### src/rtl/hbridge_pwm_driver.sv
// hbridge_pwm_driver
//   N-channel PWM driver for L293-class H-bridges. Each channel takes a signed
//   duty command (sign + magnitude), applies it only at PWM period boundaries,
//   optionally slew-limits it, inserts whole periods of bridge-off on a
//   direction reversal, and supports immediate active braking.
//
// Ports
//   clk            system clock (divided HSOSC)
//   reset          synchronous, active-high reset
//   sign[N_CH]     direction request per channel (1 = forward: a=1, b=0)
//   duty[N_CH*W]   duty in ticks, channel i at [i*WIDTH +: WIDTH]
//   brake[N_CH]    brake request, acts on the next clk edge
//   enable[N_CH]   bridge enable (PWM)
//   in_a/in_b      bridge direction inputs, never both high
//   period_start   one-clk pulse after every PWM period wrap
//   dead_active    channel is inside reversal dead time
//
// Channel states
//   state   | meaning
//   ST_RUN  | normal PWM at act_duty in direction act_sign
//   ST_DEAD | bridge off for DEAD_PERIODS periods before a reversal
module hbridge_pwm_driver #(
  parameter int N_CH         = 2,
  parameter int WIDTH        = 7,
  parameter int PERIOD       = 100,
  parameter int CLK_DIV      = 1,
  parameter int DEAD_PERIODS = 2,
  parameter int RAMP_STEP    = 0
) (
  input  logic                  clk,
  input  logic                  reset,
  input  logic [N_CH-1:0]       sign,
  input  logic [N_CH*WIDTH-1:0] duty,
  input  logic [N_CH-1:0]       brake,
  output logic [N_CH-1:0]       enable,
  output logic [N_CH-1:0]       in_a,
  output logic [N_CH-1:0]       in_b,
  output logic                  period_start,
  output logic [N_CH-1:0]       dead_active
);

  // act_duty may equal PERIOD, which can be 2^WIDTH, so it needs one extra bit.
  localparam int DW        = WIDTH + 1;
  localparam int PSW       = (CLK_DIV > 1) ? $clog2(CLK_DIV) : 1;
  localparam int DCW       = (DEAD_PERIODS > 1) ? $clog2(DEAD_PERIODS) : 1;
  localparam int RS_C      = (RAMP_STEP > PERIOD) ? PERIOD : RAMP_STEP;
  localparam int DEAD_INIT = (DEAD_PERIODS > 0) ? DEAD_PERIODS - 1 : 0;

  localparam logic [PSW-1:0]   PS_LAST   = PSW'(CLK_DIV - 1);
  localparam logic [WIDTH-1:0] CNT_LAST  = WIDTH'(PERIOD - 1);
  localparam logic [DW-1:0]    PERIOD_D  = DW'(PERIOD);
  localparam logic [DW-1:0]    RAMP_D    = DW'(RS_C);
  localparam logic [DCW-1:0]   DEAD_LOAD = DCW'(DEAD_INIT);

  typedef enum logic {
    ST_RUN  = 1'b0,
    ST_DEAD = 1'b1
  } ch_state_e;

  logic [PSW-1:0]   presc_q, presc_d;
  logic [WIDTH-1:0] cnt_q, cnt_d;
  logic             tick, boundary;
  logic             ps_q;

  ch_state_e        state_q [N_CH];
  ch_state_e        state_d [N_CH];
  logic [DW-1:0]    act_q   [N_CH];
  logic [DW-1:0]    act_d   [N_CH];
  logic [DCW-1:0]   dcnt_q  [N_CH];
  logic [DCW-1:0]   dcnt_d  [N_CH];
  logic [DW-1:0]    tgt     [N_CH];
  logic [N_CH-1:0]  sgn_q, sgn_d;

  logic [N_CH-1:0]  en_q, en_d;
  logic [N_CH-1:0]  a_q, a_d;
  logic [N_CH-1:0]  b_q, b_d;
  logic [N_CH-1:0]  dead_q, dead_d;

  function automatic logic [DW-1:0] clamp_duty(input logic [WIDTH-1:0] d);
    return ({1'b0, d} > PERIOD_D) ? PERIOD_D : {1'b0, d};
  endfunction

  // One slew-limited step from cur toward tgt_v; never overshoots.
  function automatic logic [DW-1:0] ramp_to(input logic [DW-1:0] cur,
                                            input logic [DW-1:0] tgt_v);
    logic [DW-1:0] diff;
    if (RS_C == 0) return tgt_v;
    if (tgt_v >= cur) begin
      diff = tgt_v - cur;
      return (diff > RAMP_D) ? cur + RAMP_D : tgt_v;
    end
    diff = cur - tgt_v;
    return (diff > RAMP_D) ? cur - RAMP_D : tgt_v;
  endfunction

  always_comb begin
    tick     = (presc_q == PS_LAST);
    boundary = tick && (cnt_q == CNT_LAST);
    presc_d  = tick ? '0 : presc_q + 1'b1;
    cnt_d    = cnt_q;
    if (tick) cnt_d = (cnt_q == CNT_LAST) ? '0 : cnt_q + 1'b1;
  end

  always_comb begin
    sgn_d  = sgn_q;
    en_d   = '0;
    a_d    = '0;
    b_d    = '0;
    dead_d = '0;
    for (int i = 0; i < N_CH; i++) begin
      state_d[i] = state_q[i];
      act_d[i]   = act_q[i];
      dcnt_d[i]  = dcnt_q[i];
      tgt[i]     = clamp_duty(duty[i*WIDTH +: WIDTH]);

      // Brake is asynchronous to the period: it wins over any boundary update.
      if (brake[i]) begin
        state_d[i] = ST_RUN;
        act_d[i]   = '0;
        dcnt_d[i]  = '0;
      end else if (boundary) begin
        case (state_q[i])
          ST_RUN: begin
            if (sign[i] == sgn_q[i]) begin
              act_d[i] = ramp_to(act_q[i], tgt[i]);
            end else if (act_q[i] == '0 || DEAD_PERIODS == 0) begin
              // Bridge already idle (or no dead time wanted): reverse now and
              // take the first ramp step from zero in the new direction.
              sgn_d[i] = sign[i];
              act_d[i] = ramp_to('0, tgt[i]);
            end else begin
              state_d[i] = ST_DEAD;
              act_d[i]   = '0;
              dcnt_d[i]  = DEAD_LOAD;
            end
          end
          ST_DEAD: begin
            // Direction is re-read only here, so requests made during the
            // dead time never shorten it. Duty stays 0 for this period.
            if (dcnt_q[i] == '0) begin
              sgn_d[i]   = sign[i];
              state_d[i] = ST_RUN;
            end else begin
              dcnt_d[i] = dcnt_q[i] - 1'b1;
            end
          end
          default: state_d[i] = ST_RUN;
        endcase
      end

      if (brake[i]) begin
        en_d[i] = 1'b1;
      end else if (state_q[i] == ST_DEAD) begin
        dead_d[i] = 1'b1;
      end else begin
        en_d[i] = ({1'b0, cnt_q} < act_q[i]);
        a_d[i]  = sgn_q[i];
        b_d[i]  = ~sgn_q[i];
      end
    end
  end

  always_ff @(posedge clk) begin
    if (reset) begin
      presc_q <= '0;
      cnt_q   <= '0;
      ps_q    <= 1'b0;
      sgn_q   <= '0;
      en_q    <= '0;
      a_q     <= '0;
      b_q     <= '0;
      dead_q  <= '0;
      for (int i = 0; i < N_CH; i++) begin
        state_q[i] <= ST_RUN;
        act_q[i]   <= '0;
        dcnt_q[i]  <= '0;
      end
    end else begin
      presc_q <= presc_d;
      cnt_q   <= cnt_d;
      ps_q    <= boundary;
      sgn_q   <= sgn_d;
      en_q    <= en_d;
      a_q     <= a_d;
      b_q     <= b_d;
      dead_q  <= dead_d;
      for (int i = 0; i < N_CH; i++) begin
        state_q[i] <= state_d[i];
        act_q[i]   <= act_d[i];
        dcnt_q[i]  <= dcnt_d[i];
      end
    end
  end

  assign enable       = en_q;
  assign in_a         = a_q;
  assign in_b         = b_q;
  assign dead_active  = dead_q;
  assign period_start = ps_q;

endmodule

### config.mk
export PLATFORM = sky130hd
export DESIGN_NAME = hbridge_pwm_driver
export DESIGN_NICKNAME = d
export VERILOG_FILES = /design/src/rtl/hbridge_pwm_driver.sv
export SDC_FILE = /design/constraint.sdc
export NUM_CORES = 1
export LEC_CHECK = 0
export CAP_MARGIN = 20
export CORE_ASPECT_RATIO = 0.5
export CORE_MARGIN = 2
export CORE_UTILIZATION = 45
export DETAILED_ROUTE_END_ITERATION = 7
export GPL_ROUTABILITY_DRIVEN = 0
export GPL_TIMING_DRIVEN = 0
export PLACE_DENSITY = 0.69
export SYNTH_ARGS = -nofsm -noshare
export SYNTH_HDL_FRONTEND = slang
export SYNTH_SLANG_ARGS = --single-unit
### constraint.sdc
create_clock -name clk -period 5.58 [get_ports clk]
set_clock_uncertainty 0.15 [all_clocks]
set_input_delay 0.558 -clock clk [delete_from_list [all_inputs] [get_ports clk]]
set_output_delay 0.558 -clock clk [all_outputs]
set_load 0.01 [all_outputs]
======== Yosys cells after proc, flatten, opt, wreduce, memory -nomap -nowiden ========
Memories as Yosys holds them, arrays and structs flattened.
Index checks and enable logic that the tools add are counted.
W data, S select, Z words.
word-level totals
  register bits ........................... 19
  memory bits (writable) .................. 20
  input port bits ......................... 20
  output and inout port bits .............. 9
  word-level logic and storage cells ...... 197
  memories ................................ 3
operators by class
  add/sub/neg operators ................... 10
  magnitude comparators ................... 16
  equal/unequal tests ..................... 9
  mux-type cells .......................... 124
  bitwise logic cells ..................... 13
  reductions and logical operators ........ 10
memory list
  memory   words  bits a word  read ports  clocked after memory_dff  write ports  RTL line  text
  act_q    2      8            2           0                         2            67        logic [DW-1:0] act_q [N_CH];
  dcnt_q   2      1            2           0                         2            69        logic [DCW-1:0] dcnt_q [N_CH];
  state_q  2      1            2           0                         2            65        ch_state_e state_q [N_CH];
operator list
  cell                   number
  $mux W8                26
  $mux W1                83
  $mux W7                9
  $gt A8 B1 Y1 const B   6
  $ge A7 B8 Y1           2
  $logic_not A8 Y1       2
  $lt A7 B8 Y1           2
  $sub A1 B7 Y8 const A  2
  $sub A7 B8 Y8          2
  $sub A8 B7 Y8          2
  $ge A7 B1 Y1 const B   2
  $gt A7 B1 Y1 const B   2
  $gt A7 B7 Y1 const B   2
  $ne A2 B2 Y1 const B   6
  $pmux W1 S2            6
  $reduce_and A5 Y1      2
  $add A7 B1 Y7 const B  1
  $eq A7 B7 Y1 const B   1
  $not A1 Y1             7
  $or A1 B1 Y1           6
  $reduce_or A2 Y1       3
  $reduce_or A3 Y1       2
  $eq A1 B1 Y1           2
  $sub A1 B1 Y1 const B  2
  other kinds (2)        2

======== Longest topological paths before layout ========
An unclocked memory read counts as a cell.
  depth in word-level cells ............... 21
  depth in mapped cells ................... 6
  mapped depth without buffers ............ 6

======== Least setup slack after synthesis ========
Ideal clock, no wire load.
  path type ............................... reg-to-reg
  start ................................... reg cnt_q[1]
  end ..................................... reg sgn_q[1]
  library setup time ...................... 0.116 ns
  arrival ................................. 1.537 ns
  required time ........................... 5.314 ns
  setup slack ............................. 3.777 ns
  cell stages (with the launch flop) ...... 6
  path buffers ............................ 0
  clock period less this slack ............ 1.803 ns
  path through ............................ dfxtp_1 -> ha_1 -> nor2b_1 -> nand3_1 -> o311a_1 -> a31o_2
on the way
  cells in the longest elaborated chain, start to end .. 3
ends and longest elaborated chain
  element                             RTL line  text
  from (decl)                         61        logic [WIDTH-1:0] cnt_q, cnt_d;
  from (signal assigned)              180       cnt_q <= cnt_d;
  $eq A7 B7 Y1                        98        boundary = tick && (cnt_q == CNT_LAST);
  $logic_and A1 B1 Y1                 98
  $reduce_and A5 Y1 (no source line)  -
  to (signal assigned)                182       sgn_q <= sgn_d;
  to (decl)                           72        logic [N_CH-1:0] sgn_q, sgn_d;
Every way passes these cells.
A chain may end at the register's enable or synchronous reset.

======== Worst setup path after layout ========
Same ends and word-level chain as after synthesis.

==> run_results.csv <==
group,metric,value,unit
synthesis,ys_warn_count,0,
routing,ant_nets,0,
die,core,0.00392,mm2
global_routing,top_usage_layer,"met2",
setup_path,slowest_delay,0.43,ns
finish,final_common_cell,"dfxtp_1",
clock_network,post_cts_buffers,0,
power,worst_ir_drop_vdd,0.0000828,V
setup_path,path_cells,"ha_1 -> nor2b_1 -> nand3_1 -> o311a_1 -> a31o_2",
routing,firstDrtPassIters,4,
global_routing,antenna_found_initial,0,
routing,drt-initial-drc-count,91,
routing,routed_via_density,5.33,
timing,setup-violations-final,0,
finish,layout_common_cells,"dfxtp_1, clkdlybuf4s50_1, inv_1, nand2_1, nor2_1",
global_routing,grt_pass1_wl,6.93,mm
setup_path,cp_slowest_cell,"dfxtp_1",
timing,max_freq,0.468,GHz
routing,vias,1600,
synthesis,yosys-top-cells-area,"dfxtp_1, ha_1, inv_1",
finish,antenna_cells,0,
hold_path,holdCritPathClass,"reg -> reg",
setup_path,timing.critical_path.required,5.62,ns
finish,layout.area.seq,741,um2
power,p_leak,0.907,nW
global_routing,use_met3,0.0541,
synthesis,synth-edff-count,0,
die,die_y,49.4,um
global_routing,use_met1,0.255,
clock_network,clock-sinks,37,
synthesis,ys_seq_elements,37,
finish,final_nets,279,
setup_path,critPathMaxFanout,6,
clock_network,holdBufCountCts,0,
die,rows,16,
synthesis,syn-instance-count,212,
run,max_cap_viol_count,0,
finish,drive_gt1_frac,0.0854,
timing,final.period_utilization,0.383,
global_routing,grt_util_met2,0.311,
die,initial_utilization,0.472,
setup_path,critPathLaunchType,"flip-flop",
timing,tns,0,ns
clock_network,path_clk_slew,0.07,ns
die,die_w,94.7,um
setup_path,crit_type,"reg -> reg",
synthesis,yosysSeqAreaShare,0.400,
timing,final_max_slew_viol_count,0,
clock_network,cts_resized,0,
timing,rsz0062_at_grt,"false",
finish,syn_to_final_growth,22.9,%
die,io_pins,29,
synthesis,async_flop_share,0,
global_routing,gr-total-overflow,0,
place,pre_cts_ws,3.39,ns
clock_network,clkLatencyLatePin,0.29,ns
clock_network,cts_buffer_depth,2,
synthesis,synth_top_area_frac,0.400,
clock_network,cts_tree,"done",
routing,avgRoutedWirePerCell,13.8,um
routing,drc,0,
setup_path,critPathArrivalTime,2.17,ns
global_routing,grt_max_degree,11,
timing,finalCriticalPeriod,2.13,ns
synthesis,synth_flop_cell,"dfxtp_1",
synthesis,synth_top_area_cell,"dfxtp_1",
synthesis,synth_area,0.00185,mm2
clock_network,h-tree-depth,2,
finish,multi_input_area,0.00101,mm2
global_routing,track_usage,0.196,
routing,wl,4.13,mm
die,die_area,0.00468,mm2
timing,hold_viol_final,0,
status,status,"complete, no violations",
power,p_per_area,221,mW/mm2
clock_network,clockRootBuffer,"clkbuf_8",
synthesis,synthesis.nets,245,
setup_path,endpoint_kind,"flip-flop",
global_routing,grt_pass1_vias,1493,
timing,postLayoutSetupSlackWorst,3.45,ns
clock_network,cts_buffers,5,
synthesis,netlist-cell-type-count,45,
synthesis,synth_area_per_cell,8.73,um2
place,port_buffers,27,
place,dp_hpwl,3.13,mm
finish,nFillCells,362,
## sequential cells by signal (all words and copies together), names as in the netlist
signal,cells
presc_q,1
cnt_q,7
in_b,2
state_q,2
dead_active,2
in_a,2
act_q,14
period_start,1
sgn_q,2
enable,2
dcnt_q,2
## cells by family (layout without fill, tap and decap cells)
kind of cell	count (synthesis)	in the layout	share of synthesized area
other cells	1	1	0.00203
simple gates	80	80	0.238
flops	37	37	0.400
compound gates	46	46	0.170
mux	2	2	0.0108
xor+xnor	8	8	0.0378
fa+ha+maj	13	13	0.0878
buf+inv	25	59	0.0534
## metrics by stage
step	power [mW]	utilization	hold WS [ns]	area, um2	std cells
after floorplan	0.296	-	0.289	1850	212
after global placement	0.320	0.558	0.305	2190	293
after detailed placement	0.321	0.558	0.313	2190	293
after CTS	0.508	0.580	0.322	2280	300
after global routing	0.520	0.580	0.346	2280	300
final	0.504	0.580	0.318	2280	300
## power breakdown
part | total [mW] | internal (mW) | switching [mW] | leakage, nW
registers | 0.272 | 0.268 | 0.00383 | 0.300
logic | 0.0433 | 0.0236 | 0.0197 | 0.563
clock network | 0.188 | 0.0979 | 0.0904 | 0.0443
total | 0.504 | 0.390 | 0.114 | 0.907
## worst max-delay path: cells and delay by family (launching register included)
| kind | cells | cell delay (ns) |
|---|---|---|
| flops | 1 | 0.43 |
| simple gates | 2 | 0.65 |
| fa+ha+maj | 1 | 0.20 |
| compound gates | 2 | 0.60 |
## Yosys cell counts, types with 3 or more instances
master,n
xnor2_1,3
o21ai_0,8
a21oi_1,9
inv_1,21
nor2_1,19
o21ai_1,7
nand2_1,21
and3_1,5
dfxtp_1,37
nor3_1,10
o21bai_1,3
a31o_2,5
xor2_1,5
nand4b_1,5
ha_1,13
nand3_1,3
## layout make-up
type / instances / area share
timing repair buffer: 27 / 0.119
sequential: 37 / 0.325
tap: 54 / 0.0297
multi-input combinational: 150 / 0.445
inverter: 21 / 0.0346
clock buffer: 7 / 0.0379
buffer: 4 / 0.00880
## metal layers
layer  up-vias  wire length (um)
met5         -                 0
met4         0                53
met2        32              1830
met1       744              2040
li1        819                 -
met3         5               204
## final timing paths
kind	start	endpoint	slack, ns	cells past startpoint
hold reg to reg	act_q[0][4]$_SDFFE_PP0P_	act_q[0][4]$_SDFFE_PP0P_	0.32	2
setup / recovery	cnt_q[1]$_SDFFE_PP0N_	sgn_q[1]$_SDFFE_PP0P_	3.45	5
setup reg to reg	cnt_q[1]$_SDFFE_PP0N_	sgn_q[1]$_SDFFE_PP0P_	3.45	5
hold / removal	act_q[0][4]$_SDFFE_PP0P_	act_q[0][4]$_SDFFE_PP0P_	0.32	2
Power figures use the tool's default switching activity.
